## config.mk

```make
export PLATFORM = sky130hd
export DESIGN_NAME = stack
export DESIGN_NICKNAME = d
export VERILOG_FILES = /design/src/rtl/stack_pkg.sv /design/src/rtl/stack_mem.sv /design/src/rtl/stack.sv
export SDC_FILE = /design/constraint.sdc
export NUM_CORES = 1
export LEC_CHECK = 0
export CORE_MARGIN = 4
export CORE_UTILIZATION = 45
export CTS_BUF_LIST = sky130_fd_sc_hd__clkbuf_4 sky130_fd_sc_hd__clkbuf_8 sky130_fd_sc_hd__clkbuf_16
export CTS_CLUSTER_DIAMETER = 120
export DETAILED_ROUTE_END_ITERATION = 16
export GPL_TIMING_DRIVEN = 0
export PLACE_DENSITY = 0.67
export SYNTH_ARGS = -nofsm -noshare
export SYNTH_HDL_FRONTEND = slang
export SYNTH_SLANG_ARGS = --single-unit
```

## constraint.sdc

```tcl
create_clock -name clk -period 4.5 [get_ports clk]
set_clock_uncertainty 0.1 [all_clocks]
set_input_delay 0.675 -clock clk [delete_from_list [all_inputs] [get_ports clk]]
set_output_delay 0.675 -clock clk [all_outputs]
set_load 0.02 [all_outputs]
```

## src/rtl/stack_pkg.sv

```systemverilog
// Shared op/status encodings and capacity helper for the stack block.
package stack_pkg;

  typedef enum logic [1:0] {
    OpNone    = 2'd0,
    OpPush    = 2'd1,
    OpPop     = 2'd2,
    OpReplace = 2'd3
  } op_e;

  typedef enum logic [1:0] {
    StatNone      = 2'd0,
    StatEmpty     = 2'd1,
    StatOverflow  = 2'd2,
    StatUnderflow = 2'd3
  } status_e;

  function automatic int unsigned cap_of(input int unsigned depth);
    return (32'd1 << (depth + 1)) - 32'd1;
  endfunction

endpackage

```

## src/rtl/stack_mem.sv

```systemverilog
// Stack storage: synchronous write port, combinational read by index.
module stack_mem #(
  parameter int unsigned Width   = 8,
  parameter int unsigned Entries = 3,
  parameter int unsigned AddrW   = 2
) (
  input  logic             clk_i,
  input  logic             we_i,
  input  logic [AddrW-1:0] waddr_i,
  input  logic [Width-1:0] wdata_i,
  input  logic [AddrW-1:0] raddr_i,
  output logic [Width-1:0] rdata_o
);

  localparam logic [AddrW-1:0] LastIdx = AddrW'(Entries - 1);

  logic [Width-1:0] mem_q [Entries];

  always_ff @(posedge clk_i) begin
    if (we_i) begin
      mem_q[waddr_i] <= wdata_i;
    end
  end

  // Out-of-range reads only happen when the result is unused.
  assign rdata_o = (raddr_i <= LastIdx) ? mem_q[raddr_i] : '0;

endmodule

```

## src/rtl/stack.sv

```systemverilog
// LIFO stack with registered tos/status. Define STACK_TOS_CLEAR_EN to also clear tos on reset.
module stack
  import stack_pkg::*;
#(
  parameter int unsigned WIDTH = 8,
  parameter int unsigned DEPTH = 1
) (
  input  logic             clk,
  input  logic             reset,
  input  logic [1:0]       op,
  input  logic [WIDTH-1:0] data,
  output logic [WIDTH-1:0] tos,
  output logic [1:0]       status
);

  localparam int unsigned Cap  = cap_of(DEPTH);
  localparam int unsigned CntW = DEPTH + 1;
  localparam logic [CntW-1:0] CapCnt = CntW'(Cap);

  logic [CntW-1:0]  count_q = '0;
  logic [CntW-1:0]  count_d;
  logic [WIDTH-1:0] tos_q = '0;
  logic [WIDTH-1:0] tos_d;
  status_e          status_q = StatEmpty;
  status_e          status_d;

  logic             wr_en;
  logic [CntW-1:0]  wr_addr;
  logic [CntW-1:0]  rd_addr;
  logic [WIDTH-1:0] rd_data;

  always_comb begin
    count_d  = count_q;
    tos_d    = tos_q;
    status_d = (count_q == '0) ? StatEmpty : StatNone;
    wr_en    = 1'b0;
    wr_addr  = count_q;
    // Entry that becomes the top after a pop.
    rd_addr  = count_q - CntW'(2);
    case (op_e'(op))
      OpPush: begin
        if (count_q == CapCnt) begin
          status_d = StatOverflow;
        end else begin
          wr_en    = 1'b1;
          count_d  = count_q + CntW'(1);
          tos_d    = data;
          status_d = StatNone;
        end
      end
      OpPop: begin
        if (count_q == '0) begin
          status_d = StatUnderflow;
        end else if (count_q == CntW'(1)) begin
          count_d  = '0;
          status_d = StatEmpty;
        end else begin
          count_d  = count_q - CntW'(1);
          tos_d    = rd_data;
          status_d = StatNone;
        end
      end
      OpReplace: begin
        if (count_q == '0) begin
          status_d = StatUnderflow;
        end else begin
          wr_en    = 1'b1;
          wr_addr  = count_q - CntW'(1);
          tos_d    = data;
          status_d = StatNone;
        end
      end
      default: ;
    endcase
  end

  // An X on reset falls through to the normal-update branch.
  always_ff @(posedge clk) begin
    if (reset) begin
      count_q  <= '0;
      status_q <= StatEmpty;
`ifdef STACK_TOS_CLEAR_EN
      tos_q    <= '0;
`endif
    end else begin
      count_q  <= count_d;
      tos_q    <= tos_d;
      status_q <= status_d;
    end
  end

  stack_mem #(
    .Width  (WIDTH),
    .Entries(Cap),
    .AddrW  (CntW)
  ) u_mem (
    .clk_i  (clk),
    .we_i   (wr_en & ~reset),
    .waddr_i(wr_addr),
    .wdata_i(data),
    .raddr_i(rd_addr),
    .rdata_o(rd_data)
  );

  assign tos    = tos_q;
  assign status = status_q;

endmodule

```

### Word-level counts from Yosys, hierarchy flattened

Memories as Yosys holds them, arrays and structs flattened.
Cells that the tools add are included.

* $add $sub $neg: 3
* multipliers: 0
* div/mod/pow operators: 0
* $lt $le $gt $ge: 1
* equal/unequal tests: 9
* shift-type cells: 0
* mux-type cells: 23
* bitwise operators: 2
* reductions and logical operators: 5

Operator list (number)
* $mux W8: 5
* $pmux W8 S3: 1
* $mux W2: 8
* $ne A2 B2 Y1 const B: 4
* $eq A2 B2 Y1 const B: 3
* $mux W1: 6
* $pmux W2 S3: 1
* $reduce_and A6 Y1: 1
* $eq A2 B1 Y1 const B: 2
* $pmux W2 S2: 1
* $reduce_and A3 Y1: 1
* $reduce_bool A3 Y1: 1
* $add A2 B1 Y2 const B: 1
* $le A2 B2 Y1 const B: 1
* $logic_not A2 Y1: 1
* $pmux W1 S2: 1
* $reduce_bool A2 Y1: 1
* $sub A2 B1 Y2 const B: 1
* $sub A2 B2 Y2 const B: 1
* $and A1 B1 Y1: 1
* $not A1 Y1: 1

* register bits: 12
* latch bits: 0
* bits in writable memories: 24
* memory bits (read-only): 0
* input port bits: 12
* output and inout bits: 10
* memories: 1

Memories
* u_mem.mem_q: depth 3, bits a word 8, rd ports 1, clocked after memory_dff 0, write ports 1, line stack_mem.sv:17 `logic [Width-1:0] mem_q [Entries];`

### Logic depth before layout (Yosys ltp)

* word-level depth: 6
* gate-level depth with buffers: 8

### Cells and area by module

A second synthesis with hierarchy kept.

* cells, all modules: 108
* area, all modules: 1671.6 sq um

Modules (own cells, without submodules)
* stack_mem: instances 1, cells an instance 47, area each 943.4 sq um, seq. area each 720.7 sq um
* stack: instances 1, cells an instance 61, area each 728.2 sq um, seq. area each 320.3 sq um

### Least setup slack after synthesis

No wires, ideal clock.

* path type: reg-to-reg
* from: register count_q[1]
* to: memory u_mem.mem_q[1][0], enable pin
* setup time: 0.385 ns
* data arrival time: 1.996 ns
* data required time: 4.015 ns
* slack: 2.018 ns
* stages on the path, launching flop included: 8
* path buffers: 2
* cells stage by stage: dfxtp_1 -> buf_2 -> buf_6 -> inv_1 -> ha_1 -> a21oi_1 -> nand3_1 -> nor3b_1

* longest elaborated chain between the ends: 6

Ends and longest elaborated chain
* start, declared: line stack.sv:20 `logic [CntW-1:0] count_q = '0;`
* start signal, assigned: line stack.sv:86 `count_q <= count_d;`
* $eq A2 B2 Y1 or $logic_not A2 Y1 (tied branches): line stack.sv:42, stack.sv:64
* $mux W1 (on tied branches): line stack.sv:42, stack.sv:64
* $pmux W1 S2: line stack.sv:40 `case (op_e'(op))`
* $and A1 B1 Y1: line stack.sv:98 `.we_i (wr_en & ~reset),`
* $mux W1: line stack_mem.sv:20 `if (we_i) begin`
* $mux W1 (implied by the code): line stack_mem.sv:21 `mem_q[waddr_i] <= wdata_i;`
* end, declared: line stack_mem.sv:17

Several ways; a longest one is shown, not always the timed one.

### Final worst setup path

* from: register count_q[1]
* to: memory u_mem.mem_q[0][4], enable pin

Same word-level chain as after synthesis.

==> impl_metrics.py <==
metrics = {
    "logic_synthesis": {
        "synth_top_area_cell": "edfxtp_1",
        "netlist_top_cells_count": "edfxtp_1 (32), nor2_1 (10), mux2i_1 (9)",
        "syn_avg_cell_area_sq_um": 14.9,
        "syn-cell-area_sq_um": 1650,
        "synth_edf_count": 32,
        "synth_area_leaders": "edfxtp_1 (58%), a2111oi_2 (6.4%), mux2i_1 (5.4%)",
        "ys_types": 28,
        "ys_warn_count": 0,
        "ys_async_sr_fraction": 0,
        "synth_ff_type": "edfxtp_1",
        "ys_ff_latch": 36,
        "synth_nets": 128,
        "synth_seq_area_share": 0.629,
        "synth.most_common_cell": "edfxtp_1",
        "synth_top_area_share": 0.581,
        "synthCells": 111,
    },
    "drt": {
        "num_vias": 991,
        "ant_nets": 0,
        "drc": 0,
        "wl_mm": 2.97,
        "drt-initial-drc-count": 51,
        "via_per_inst": 5.30,
        "routedWlPerCell_um": 15.9,
        "drt_pass1_iterations": 4,
    },
    "sta": {
        "slew_headroom": 0.103,
        "final_hold_viol_count": 0,
        "setup_viol": 0,
        "rsz0062_at_grt": "no",
        "layout_min_cycle_time_ns": 3.12,
        "fin_crit_sh": 0.693,
        "fin_tns_setup_ns": 0,
        "setup_slack_ns": 1.38,
        "slew_violations": 0,
        "tightest_slew_ns": 1.34,
        "clock.fmax_ghz": 0.321,
    },
    "critical_path": {
        "worstSetupPathType": "reg2reg",
        "crit_arrival_ns": 2.91,
        "required_ns": 4.30,
        "r2r_setup_slack_ns": 1.38,
        "setup.worst_path.start": "count_q[1]",
        "max_stage_delay_ns": 1.08,
        "crit_end": "u_mem.mem_q[0][4]",
        "r2r_start": "count_q[1]",
        "critPathBufInv": 3,
        "cp_top_family": "simple AND/OR/NAND/NOR gates",
        "cp_max_fo": 10,
        "rr_worst_depth": 7,
        "path_cells": "buf_2 -> buf_6 -> inv_1 -> ha_1 -> a21oi_1 -> nand3_1 -> nor3_1",
        "end_kind": "flop",
        "reg2reg_to": "u_mem.mem_q[0][4]",
        "path_depth": 7,
        "critPathSlowestCell": "nor3_1",
        "crit_path_start_kind": "flop",
    },
    "cts": {
        "clock_latency_ns": 0.29,
        "ctsHtreeMaxLevel": 2,
        "hold_buffers": 0,
        "cts_root_buf": "clkbuf_8",
        "postCtsSetupRepairBufs": 0,
        "cts_resized": 0,
        "clock_tree.buffer_depth": 2,
        "cts_sinks": 36,
        "cts_tree": "done",
        "path_clk_slew_ns": 0.07,
        "numCtsBuffers": 5,
    },
    "cells_and_area": {
        "final_layout_size_suffix_gt1_frac": 0.184,
        "nNetsFinal": 157,
        "nFillCells": 283,
        "synthToLayoutAreaGrowth_pct": 23.4,
        "finish.instance_area_sq_um": 2040,
        "n_antenna_cell": 0,
    },
    "floorplanning": {
        "core_area_sq_um": 3440,
        "fp.dieW_um": 68.6,
        "placementRows": 21,
        "die_h_um": 68.6,
        "pin_count": 22,
        "start_util": 0.481,
        "die-area_sq_um": 4710,
    },
    "placement": {
        "portBuffers": 21,
        "placed_cell_area_sq_um": 1930,
        "gp_congestion": 0.798,
        "dp_hpwl_mm": 2.02,
        "dp_slack_ns": 1.15,
    },
    "power": {
        "power.density_nw_per_um2": 391,
        "p_leak_uw": 0.000728,
        "ir_drop_mv": 0.248,
    },
    "global_route": {
        "grt_usage": 0.148,
        "grt_max_degree": 13,
        "grt_overflow": 0,
        "grt_pass1_vias": 995,
        "antenna_found_initial": 0,
        "grt_pass1_wl_mm": 4.81,
    },
    "status": {
        "status": "finished clean",
    },
    "worst_hold_path": {
        "hp-class": "reg2reg",
    },
    "flow_run": {
        "drv_cap": 0,
    },
}
worst min-delay path, stage by stage (launching register included):
cell,delay (ns)
dfxtp_1,0.34
ha_1,0.23
nand3b_1,0.10
a21oi_1,0.06
layout make-up:
class	instances	area, sq um	share of cell area
Sequential cell	36	1040	0.510
Multi-Input combinational cell	65	539	0.264
Timing Repair Buffer	22	218	0.107
Clock buffer	5	68.8	0.0337
Buffer	7	62.6	0.0307
Tap cell	46	57.6	0.0282
Clock inverter	3	42.5	0.0208
Inverter	3	11.3	0.00552
sequential cells by signal (all words and copies together) (netlist names):
name and cells:
count_q 2, tos 8, status 2, u_mem.mem_q 24
per-stage QoR:
| step | util | hold WS [ns] | std cells | total power [uW] |
|---|---|---|---|---|
| floorplan | - | 0.601 | 111 | 482 |
| global placement | 0.558 | 0.648 | 178 | 526 |
| detailed placement | 0.561 | 0.664 | 179 | 529 |
| CTS | 0.593 | 0.682 | 187 | 806 |
| global route | 0.593 | 0.754 | 187 | 838 |
| finish | 0.593 | 0.678 | 187 | 798 |
where the power goes:
group,internal (uW),switching [uW],total [uW]
logic,57.9,72.0,130
registers,384,6.53,391
clock network,164,114,278
metal layers:
| layer | track usage | routed length [um] |
|---|---|---|
| met1 | 0.179 | 1260 |
| met2 | 0.241 | 1530 |
| met3 | 0.0535 | 157 |
| met4 | 0.0596 | 24 |
| met5 | 0 | 0 |
how the worst min path moves through the flow:
stage	cells after the start	start	end
floorplan	3	count_q[0]	count_q[0]
CTS	3	count_q[1]	status[1]
finish	3	count_q[1]	status[1]
detailed placement	3	count_q[1]	status[1]
global route	3	count_q[1]	status[1]
global placement	3	count_q[1]	status[1]
cells in the final DEF (no fill, tap or decap):
cell type	n
a2111oi_2	7
a211oi_1	1
o221ai_1	1
mux2_4	1
nor3b_2	1
o31ai_1	1
mux2i_1	9
buf_6	4
mux2_2	1
o21ai_0	1
a21o_1	8
a2111oi_0	1
buf_4	2
nor3b_1	4
nor3_1	2
a21oi_1	4
bufinv_16	1
or2_1	1
clkdlybuf4s50_1	21
edfxtp_1	32
inv_1	3
nand2_1	2
clkinvlp_4	1
nand2b_1	2
nor2_1	10
dfxtp_1	4
clkinv_2	1
nand3_1	1
clkbuf_8	5
ha_1	5
xor2_1	1
nand3b_1	1
buf_2	2
logic make-up (layout without fill, tap and decap cells):
group,count (synthesis),after routing,synth area share
buffers and inverters,10,40,0.0446
adder cells (fa/ha/maj),5,5,0.0378
AO/OA/AOI/OAI,24,24,0.135
flip-flops,36,36,0.629
XOR/XNOR,1,1,0.00530
multiplexers,11,11,0.0703
AND/OR/NAND/NOR,24,24,0.0779
Power figures use the tool's default switching activity.
